## src/rtl/ysyx_24110006_pkg.sv

```systemverilog
// Shared constants and types for the decode queue: RISC-V opcode classes,
// trap cause codes, special instruction encodings and the queued entry layout.
package ysyx_24110006_pkg;

  localparam logic [4:0] OPC_OP_IMM   = 5'b00100;
  localparam logic [4:0] OPC_OP       = 5'b01100;
  localparam logic [4:0] OPC_LOAD     = 5'b00000;
  localparam logic [4:0] OPC_STORE    = 5'b01000;
  localparam logic [4:0] OPC_JAL      = 5'b11011;
  localparam logic [4:0] OPC_JALR     = 5'b11001;
  localparam logic [4:0] OPC_AUIPC    = 5'b00101;
  localparam logic [4:0] OPC_LUI      = 5'b01101;
  localparam logic [4:0] OPC_BRANCH   = 5'b11000;
  localparam logic [4:0] OPC_SYSTEM   = 5'b11100;
  localparam logic [4:0] OPC_MISC_MEM = 5'b00011;

  localparam logic [3:0] MCAUSE_NONE       = 4'd0;
  localparam logic [3:0] MCAUSE_ILLEGAL    = 4'd2;
  localparam logic [3:0] MCAUSE_BREAKPOINT = 4'd3;
  localparam logic [3:0] MCAUSE_ECALL_M    = 4'd11;

  localparam logic [31:0] INST_ECALL  = 32'h0000_0073;
  localparam logic [31:0] INST_EBREAK = 32'h0010_0073;
  localparam logic [31:0] INST_MRET   = 32'h3020_0073;

  typedef struct packed {
    logic [31:0] inst;
    logic [31:0] pc;
    logic [31:0] imm;
    logic        exception;
    logic [3:0]  mcause;
  } fetch_entry_t;

endpackage

```

## src/rtl/ysyx_24110006_sync_fifo.sv

```systemverilog
// Circular-buffer storage for the decode queue: head data is read
// combinationally, flush clears pointers and count in one cycle.
module ysyx_24110006_sync_fifo #(
  parameter int WIDTH = 8,
  parameter int DEPTH = 4
) (
  input  logic                     i_clock,
  input  logic                     i_reset,
  input  logic                     i_flush,
  input  logic                     i_push,
  input  logic                     i_pop,
  input  logic [WIDTH-1:0]         i_data,
  output logic [WIDTH-1:0]         o_data,
  output logic [$clog2(DEPTH):0]   o_count
);

  localparam int AW = $clog2(DEPTH);

  logic [WIDTH-1:0] mem [DEPTH];
  logic [AW-1:0]    wr_ptr;
  logic [AW-1:0]    rd_ptr;

  // Storage is deliberately left unreset; validity is tracked by o_count.
  always_ff @(posedge i_clock) begin
    if (i_push) mem[wr_ptr] <= i_data;
  end

  always_ff @(posedge i_clock or posedge i_reset) begin
    if (i_reset) begin
      wr_ptr  <= '0;
      rd_ptr  <= '0;
      o_count <= '0;
    end else if (i_flush) begin
      wr_ptr  <= '0;
      rd_ptr  <= '0;
      o_count <= '0;
    end else begin
      if (i_push) wr_ptr <= wr_ptr + 1'b1;
      if (i_pop)  rd_ptr <= rd_ptr + 1'b1;
      case ({i_push, i_pop})
        2'b10:   o_count <= o_count + 1'b1;
        2'b01:   o_count <= o_count - 1'b1;
        default: o_count <= o_count;
      endcase
    end
  end

  assign o_data = mem[rd_ptr];

endmodule

```

## src/rtl/ysyx_24110006_decode_queue.sv

```systemverilog
// Fetch-to-decode queue with combinational decode of the head entry.
// Define YSYX_24110006_RVE_EN to flag register indices >= 16 as illegal.
module ysyx_24110006_decode_queue
  import ysyx_24110006_pkg::*;
#(
  parameter int DEPTH = 4
) (
  input  logic                   i_clock,
  input  logic                   i_reset,
  input  logic [31:0]            i_inst,
  input  logic [31:0]            i_pc,
  input  logic [31:0]            i_imm,
  input  logic                   i_exception,
  input  logic [3:0]             i_mcause,
  input  logic                   i_valid,
  output logic                   o_ready,
  output logic                   o_valid,
  input  logic                   i_ready,
  input  logic                   i_flush,
  input  logic                   i_stall,
  output logic [6:0]             o_op,
  output logic [2:0]             o_func,
  output logic [4:0]             o_reg_rs1,
  output logic [4:0]             o_reg_rs2,
  output logic [4:0]             o_reg_rd,
  output logic                   o_reg_wen,
  output logic [31:0]            o_imm,
  output logic [31:0]            o_pc,
  output logic [11:0]            o_csr,
  output logic [1:0]             o_csr_t,
  output logic                   o_mret,
  output logic                   o_exception,
  output logic [3:0]             o_mcause,
  output logic [$clog2(DEPTH):0] o_count
);

  localparam int                CW   = $clog2(DEPTH) + 1;
  localparam logic [CW-1:0]     FULL = CW'(DEPTH);

  fetch_entry_t in_entry;
  fetch_entry_t head;
  logic         push;
  logic         pop;

  // Ready comes only from the registered count, so a full queue never
  // accepts a push even if it is being drained in the same cycle.
  assign o_ready = (o_count != FULL);
  assign o_valid = (o_count != '0);
  assign push    = i_valid && o_ready && !i_flush;
  assign pop     = o_valid && i_ready && !i_stall && !i_flush;

  assign in_entry = '{inst: i_inst, pc: i_pc, imm: i_imm,
                      exception: i_exception, mcause: i_mcause};

  ysyx_24110006_sync_fifo #(
    .WIDTH ($bits(fetch_entry_t)),
    .DEPTH (DEPTH)
  ) u_fifo (
    .i_clock (i_clock),
    .i_reset (i_reset),
    .i_flush (i_flush),
    .i_push  (push),
    .i_pop   (pop),
    .i_data  (in_entry),
    .o_data  (head),
    .o_count (o_count)
  );

  logic [4:0] cls;
  logic       known;
  logic       writes_rd;
  logic       is_system;
  logic       illegal;
  logic       local_exc;
  logic [3:0] local_cause;
`ifdef YSYX_24110006_RVE_EN
  logic       uses_rd;
  logic       uses_rs1;
  logic       uses_rs2;
`endif

  // Everything is gated by o_valid so an empty queue never reports a trap.
  always_comb begin
    cls         = head.inst[6:2];
    known       = 1'b0;
    writes_rd   = 1'b0;
    is_system   = 1'b0;
    illegal     = 1'b0;
    local_exc   = 1'b0;
    local_cause = MCAUSE_NONE;
`ifdef YSYX_24110006_RVE_EN
    uses_rd     = 1'b0;
    uses_rs1    = 1'b0;
    uses_rs2    = 1'b0;
`endif
    o_op        = '0;
    o_func      = '0;
    o_reg_rs1   = '0;
    o_reg_rs2   = '0;
    o_reg_rd    = '0;
    o_reg_wen   = 1'b0;
    o_imm       = '0;
    o_pc        = '0;
    o_csr       = '0;
    o_csr_t     = '0;
    o_mret      = 1'b0;
    o_exception = 1'b0;
    o_mcause    = '0;

    if (o_valid) begin
      o_op      = head.inst[6:0];
      o_func    = head.inst[14:12];
      o_reg_rd  = head.inst[11:7];
      o_reg_rs1 = head.inst[19:15];
      o_reg_rs2 = head.inst[24:20];
      o_csr     = head.inst[31:20];
      o_imm     = head.imm;
      o_pc      = head.pc;

      case (cls)
        OPC_OP_IMM, OPC_OP, OPC_LOAD, OPC_JAL, OPC_JALR, OPC_AUIPC, OPC_LUI: begin
          known     = 1'b1;
          writes_rd = 1'b1;
        end
        OPC_STORE, OPC_BRANCH, OPC_MISC_MEM: known = 1'b1;
        OPC_SYSTEM: begin
          known     = 1'b1;
          is_system = 1'b1;
        end
        default: known = 1'b0;
      endcase

      o_mret     = (head.inst == INST_MRET);
      o_csr_t[0] = is_system && (o_func != 3'd0);
      o_csr_t[1] = o_mret;

      illegal = !known;
`ifdef YSYX_24110006_RVE_EN
      uses_rd  = writes_rd || o_csr_t[0];
      uses_rs1 = (cls == OPC_OP_IMM) || (cls == OPC_OP) || (cls == OPC_LOAD) ||
                 (cls == OPC_STORE) || (cls == OPC_JALR) || (cls == OPC_BRANCH) ||
                 (o_csr_t[0] && !o_func[2]);
      uses_rs2 = (cls == OPC_OP) || (cls == OPC_STORE) || (cls == OPC_BRANCH);
      if ((uses_rd && o_reg_rd[4]) || (uses_rs1 && o_reg_rs1[4]) ||
          (uses_rs2 && o_reg_rs2[4]))
        illegal = 1'b1;
`endif

      if (illegal) begin
        local_exc   = 1'b1;
        local_cause = MCAUSE_ILLEGAL;
      end else if (head.inst == INST_EBREAK) begin
        local_exc   = 1'b1;
        local_cause = MCAUSE_BREAKPOINT;
      end else if (head.inst == INST_ECALL) begin
        local_exc   = 1'b1;
        local_cause = MCAUSE_ECALL_M;
      end

      o_exception = head.exception || local_exc;
      o_mcause    = head.exception ? head.mcause : local_cause;
      o_reg_wen   = writes_rd && !o_exception;
    end
  end

endmodule

```

## config.mk

```make
export PLATFORM = sky130hd
export DESIGN_NAME = ysyx_24110006_decode_queue
export DESIGN_NICKNAME = d
export VERILOG_FILES = /design/src/rtl/ysyx_24110006_pkg.sv /design/src/rtl/ysyx_24110006_sync_fifo.sv /design/src/rtl/ysyx_24110006_decode_queue.sv
export SDC_FILE = /design/constraint.sdc
export NUM_CORES = 1
export LEC_CHECK = 0
export ABC_AREA = 1
export CORE_MARGIN = 5
export CORE_UTILIZATION = 55
export CTS_BUF_LIST = sky130_fd_sc_hd__clkbuf_16
export DETAILED_ROUTE_END_ITERATION = 10
export PLACE_DENSITY = 0.92
export SYNTH_ARGS = -nofsm -noshare
export SYNTH_HDL_FRONTEND = slang
export SYNTH_SLANG_ARGS = --single-unit
```

## constraint.sdc

```tcl
create_clock -name i_clock -period 6.9 [get_ports i_clock]
set_input_delay 1.38 -clock i_clock [delete_from_list [all_inputs] [get_ports i_clock]]
set_output_delay 1.38 -clock i_clock [all_outputs]
set_load 0.01 [all_outputs]
```

After elaboration in Yosys (flattened, before gate mapping):

Memories as Yosys holds them, arrays and structs flattened.
Cells that the tools add are included.

* equal/unequal tests: 16
* mux-type cells: 35
* reductions and logical operators: 19
* $add $sub $neg: 4

Operators by type and width (count)
* two-way mux 32 bit: 2
* == test 32 x 21 -> 1 bit, second input constant: 1
* == test 32 x 30 -> 1 bit, second input constant: 1
* == test 32 x 7 -> 1 bit, second input constant: 1
* == test 5 bit, second input constant: 4
* two-way mux 4 bit: 5
* == test 5 x 4 -> 1 bit, second input constant: 3
* two-way mux 1 bit: 15
* two-way mux 5 bit: 3
* two-way mux 12 bit: 1
* OR reduction 11 bit: 1
* == test 5 x 3 -> 1 bit, second input constant: 2
* two-way mux 2 bit: 5
* nonzero test 3 bit: 3
* logical AND 1 bit: 7
* two-way mux 7 bit: 1
* OR reduction 7 bit: 1
* two-way mux 3 bit: 2
* case mux 3 bit (2 select lines): 1
* == test 5 x 2 -> 1 bit, second input constant: 1
* logical NOT 5 bit: 1
* adder 2 x 1 -> 2 bit, second input constant: 2
* nonzero test 2 bit: 2
* adder 3 x 1 -> 3 bit, second input constant: 1
* other kinds (6): 8

* word-level logic and storage cells: 78
* memories kept: 1
* bits in registers: 7
* input bits: 107
* memory bits (writable): 404

Memories
* u_fifo.mem: words 4, bits a word 101, rd ports 1, clocked after memory_dff 0, wr ports 1, line ysyx_24110006_sync_fifo.sv:19 `logic [WIDTH-1:0] mem [DEPTH];`

Logic depth before layout (Yosys ltp):

An unclocked memory read counts as a cell.

* word-level depth: 11
* mapped depth: 16

Cells and area by module:

A second synthesis with hierarchy kept.

* cell total of the unflattened synthesis: 1330
* area total of the unflattened synthesis: 16480.8 um^2

By module, submodules not included
* ysyx_24110006_sync_fifo: cells each 1037, instances 1, seq. area each 12306.8 um^2, area an instance 15298.4 um^2
* ysyx_24110006_decode_queue: cells each 293, instances 1, seq. area each 0.0 um^2, area an instance 1182.4 um^2

Least setup slack after synthesis:

OpenSTA, ideal clock, no wires.

* kind: input port to flip-flop
* from: in i_valid
* to: mem u_fifo.mem[0][0] in the netlist's numbering (enable)
* setup time: 0.561 ns
* data arrival time: 5.848 ns
* path slack: 0.490 ns
* stages on the path: 4
* cell sequence: nand2_1 nor2_1 inv_1 nor2_1

* cells in the longest elaborated chain, start to end: 4

Ends and longest elaborated chain
* from (decl): line ysyx_24110006_decode_queue.sv:15 `input logic i_valid,`
* logical AND 1 bit (2 in a row): line ysyx_24110006_decode_queue.sv:49 `assign push = i_valid && o_ready && !i_flush;`
* two-way mux 1 bit: line ysyx_24110006_sync_fifo.sv:25 `if (i_push) mem[wr_ptr] <= i_data;`
* two-way mux 1 bit (not written as such): line ysyx_24110006_sync_fifo.sv:25
* to (decl): line ysyx_24110006_sync_fifo.sv:19

No other way between the ends.

Worst setup path after layout:

* from: reg u_fifo.rd_ptr[0]
* to: out o_imm[10]

* cells in the longest elaborated chain, start to end: 2

Ends and longest elaborated chain
* from (decl): line ysyx_24110006_sync_fifo.sv:21 `logic [AW-1:0] rd_ptr;`
* from (signal assigned): line ysyx_24110006_sync_fifo.sv:39 `if (i_pop) rd_ptr <= rd_ptr + 1'b1;`
* memory read (4 x 101 bit)
* two-way mux 32 bit: line ysyx_24110006_decode_queue.sv:110 `if (o_valid) begin`
* to (decl): line ysyx_24110006_decode_queue.sv:27 `output logic [31:0] o_imm,`

No other way between the ends.

==> flow_metrics.py <==
metrics = {
    "status": {
        "status": "finished, final reports clean",
    },
    "finish": {
        "final_common_cell": "edfxtp_1",
        "fin_cells": 1981,
        "finish.instance_area_um2": 20200,
        "fin_nets": 1670,
        "mostFrequentLayoutCells": "edfxtp_1 (404), nor2_1 (311), clkdlybuf4s50_1 (221)",
        "area_growth_pct": 22.05,
        "drive_above_1_share_pct": 5.160,
    },
    "yosys": {
        "synth_edf_count": 404,
        "synth-seq-cells": 411,
        "yosysUniqueCellTypes": 32,
        "ys.flop_type": "edfxtp_1",
        "syn-num-nets": 1479,
        "netlist_area_um2": 16550,
        "synthSimpleGateAreaFrac_pct": 14.73,
        "ys_seq_area_share_pct": 74.37,
        "syn_avg_cell_area_um2": 12.11,
        "async_reset_ff_share_pct": 1.703,
        "yosysWarningCount": 0,
        "netlist_instances": 1367,
        "synthMuxAreaShare_pct": 0.06805,
        "synthXorXnorAreaFrac_pct": 0.1059,
        "synth_compound_area_share_pct": 6.767,
        "synth_fa_ha_area_share_pct": 0.4234,
        "synth_top_family_by_area": "simple AND/OR/NAND/NOR gates",
    },
    "power": {
        "power_density_nw_per_um2": 343.1,
        "vdd_drop_max_mv": 0.2569,
        "leakage_nw": 7.082,
        "power_mw": 6.931,
    },
    "setup_path": {
        "rr_startpoint": "u_fifo.o_count[0]",
        "start_kind": "register",
        "endpoint_kind": "primary output",
        "regToRegSetupSlack_ns": 4.13,
        "crit_start": "u_fifo.rd_ptr[0]",
        "critical_path_buf_inv_count": 3,
        "timing.rr.end": "u_fifo.mem[2][49]",
        "crit_chain": "inv_6 -> buf_4 -> o21ai_0 -> a21oi_1 -> clkdlybuf4s50_1",
        "critical_path_class": "register to primary output",
        "cpMaxStageDelayCell": "buf_4",
        "endpoint": "o_imm[10]",
        "critPathMaxStageDelay_ns": 0.88,
        "worstPathRequired_ns": 5.52,
        "cpLargestDelayFamily": "buffers and inverters",
        "cp.depth": 5,
        "cp.arrival_ns": 4.09,
        "r2r_cells": 7,
        "critPathMaxFanout": 120,
    },
    "hold_path": {
        "hold_class": "register to register",
        "holdPathStages": 1,
        "hp-start": "u_fifo.wr_ptr[0]",
    },
    "clock_tree": {
        "clk_latency_ns": 0.52,
        "cts_sinks": 411,
        "postCtsSetupBuffers": 0,
        "cts_max_level": 2,
        "clk_pin_slew_ns": 0.06,
        "cts_hold_buf": 0,
        "cts_resized": 0,
        "cts_tree": "built",
        "cts_root_buf": "clkbuf_16",
        "cts_buffers": 41,
        "max-clock-path-buffers": 3,
    },
    "drt": {
        "first_pass_iters": 6,
        "wl_per_cell_um": 20.17,
        "wl_um": 39960,
        "via_per_inst": 5.680,
        "drc": 0,
        "first_iter_violations": 1390,
        "postRouteAntennaNets": 0,
        "vias": 11250,
    },
    "placed_design": {
        "place_inst": 1905,
        "dp_hpwl_um": 23540,
        "place_congestion": 0.8069,
        "port_buffers": 221,
        "post-place-ws_ns": 2.038,
        "postPlaceCellArea_um2": 18960,
    },
    "global_routing": {
        "gr-usage-all-layers_pct": 23.63,
        "grtUsageMet3_pct": 5.065,
        "antenna_found_initial": 4,
        "grt_max_degree": 121,
        "grt_pass1_vias": 11700,
        "top_usage_layer": "met2",
        "met2_usage_pct": 40.90,
        "overflow": 0,
        "grt_pass1_wl_um": 62690,
        "grt_util_met1_pct": 30.28,
    },
    "timing": {
        "setup_ws_ns": 1.433,
        "fin_crit_ns": 5.467,
        "tightestPinTransition_ns": 1.057,
        "fmax_ghz": 0.1829,
        "drv_slew": 0,
        "skew_ns": 0.01691,
        "rsz0062_at_grt": "no",
        "hold_viol": 0,
        "setup_viol": 0,
        "finalCritPeriodShare_pct": 79.24,
        "max_slew_margin_pct": 29.52,
        "fin_setup_tns_ns": 0,
    },
    "floorplanning": {
        "die_w_um": 183.5,
        "dieArea_um2": 33660,
        "rows": 63,
        "ios": 222,
        "initial_core_util_pct": 55.83,
        "die_h_um": 183.5,
        "core_um2": 29640,
    },
    "job": {
        "cap_violations": 0,
    },
}
[synthesized netlist by cell type, drive strengths merged (2+ instances only)]
library cell / n / area, µm²
nor2: 319 / 1207
a21oi: 75 / 379.1
inv: 30 / 117.6
o211ai: 2 / 15.01
nand3: 72 / 360.4
xor2: 2 / 17.52
buf: 54 / 355.3
dfrtp: 7 / 175.2
nand2: 215 / 814.5
o21ai: 137 / 685.7
edfxtp: 404 / 12130
nand4: 2 / 18.77
a22oi: 2 / 15.01
nor3: 6 / 30.03
clkbuf: 30 / 112.6
ha: 4 / 50.05
[kinds of logic (layout without fill, tap and decap cells)]
group / count (synthesis) / in the layout
simple gates: 615 / 615
flops: 411 / 411
compound gates: 219 / 219
buf+inv: 114 / 336
fa+ha+maj: 5 / 5
xor+xnor: 2 / 2
mux: 1 / 1
other cells: 0 / 2
[per-stage QoR]
stage	hold WS, ns	util (%)
after detailed placement	0.5563	63.96
after CTS	0.5716	68.13
after global placement	0.5471	63.96
after floorplan	0.5131	-
after global routing	0.6295	68.15
final	0.5766	68.15
[state kept, by name, indices dropped and copies added, names as in the netlist]
signal	flops
u_fifo.mem	404
u_fifo.wr_ptr	2
u_fifo.rd_ptr	2
u_fifo.o_count	3
[layout make-up]
| type | count | area [µm²] |
|---|---|---|
| Inverter | 30 | 120.1 |
| Clock inverter | 31 | 158.9 |
| Antenna cell | 2 | 5.005 |
| Sequential cell | 411 | 12310 |
| Clock buffer | 43 | 1076 |
| Fill cell | 2018 | 9440 |
| Timing Repair Buffer | 232 | 2345 |
| Multi-Input combinational cell | 842 | 3691 |
| Tap cell | 390 | 488.0 |
[how the worst min path moves through the flow]
stage,slack (ns),to
finish,0.58,u_fifo.wr_ptr[0]
global route,0.63,u_fifo.wr_ptr[0]
CTS,0.57,u_fifo.wr_ptr[0]
detailed placement,0.56,u_fifo.wr_ptr[0]
global placement,0.55,u_fifo.wr_ptr[0]
floorplan,0.51,u_fifo.wr_ptr[0]
[power breakdown]
| part | leakage (nW) | internal (mW) | switching, mW |
|---|---|---|---|
| combinational | 2.66 | 0.832 | 1.11 |
| clock | 0.661 | 1.16 | 0.873 |
| sequential | 3.76 | 2.89 | 0.0645 |
| total | 7.08 | 4.88 | 2.05 |
[per-layer routing]
metal,vias to the layer above,share of wire (%)
li1,5153,-
met1,5431,38
met2,585,50
met3,79,9.1
met4,4,2.5
met5,-,0.058
(Power assumes the default switching activity.)
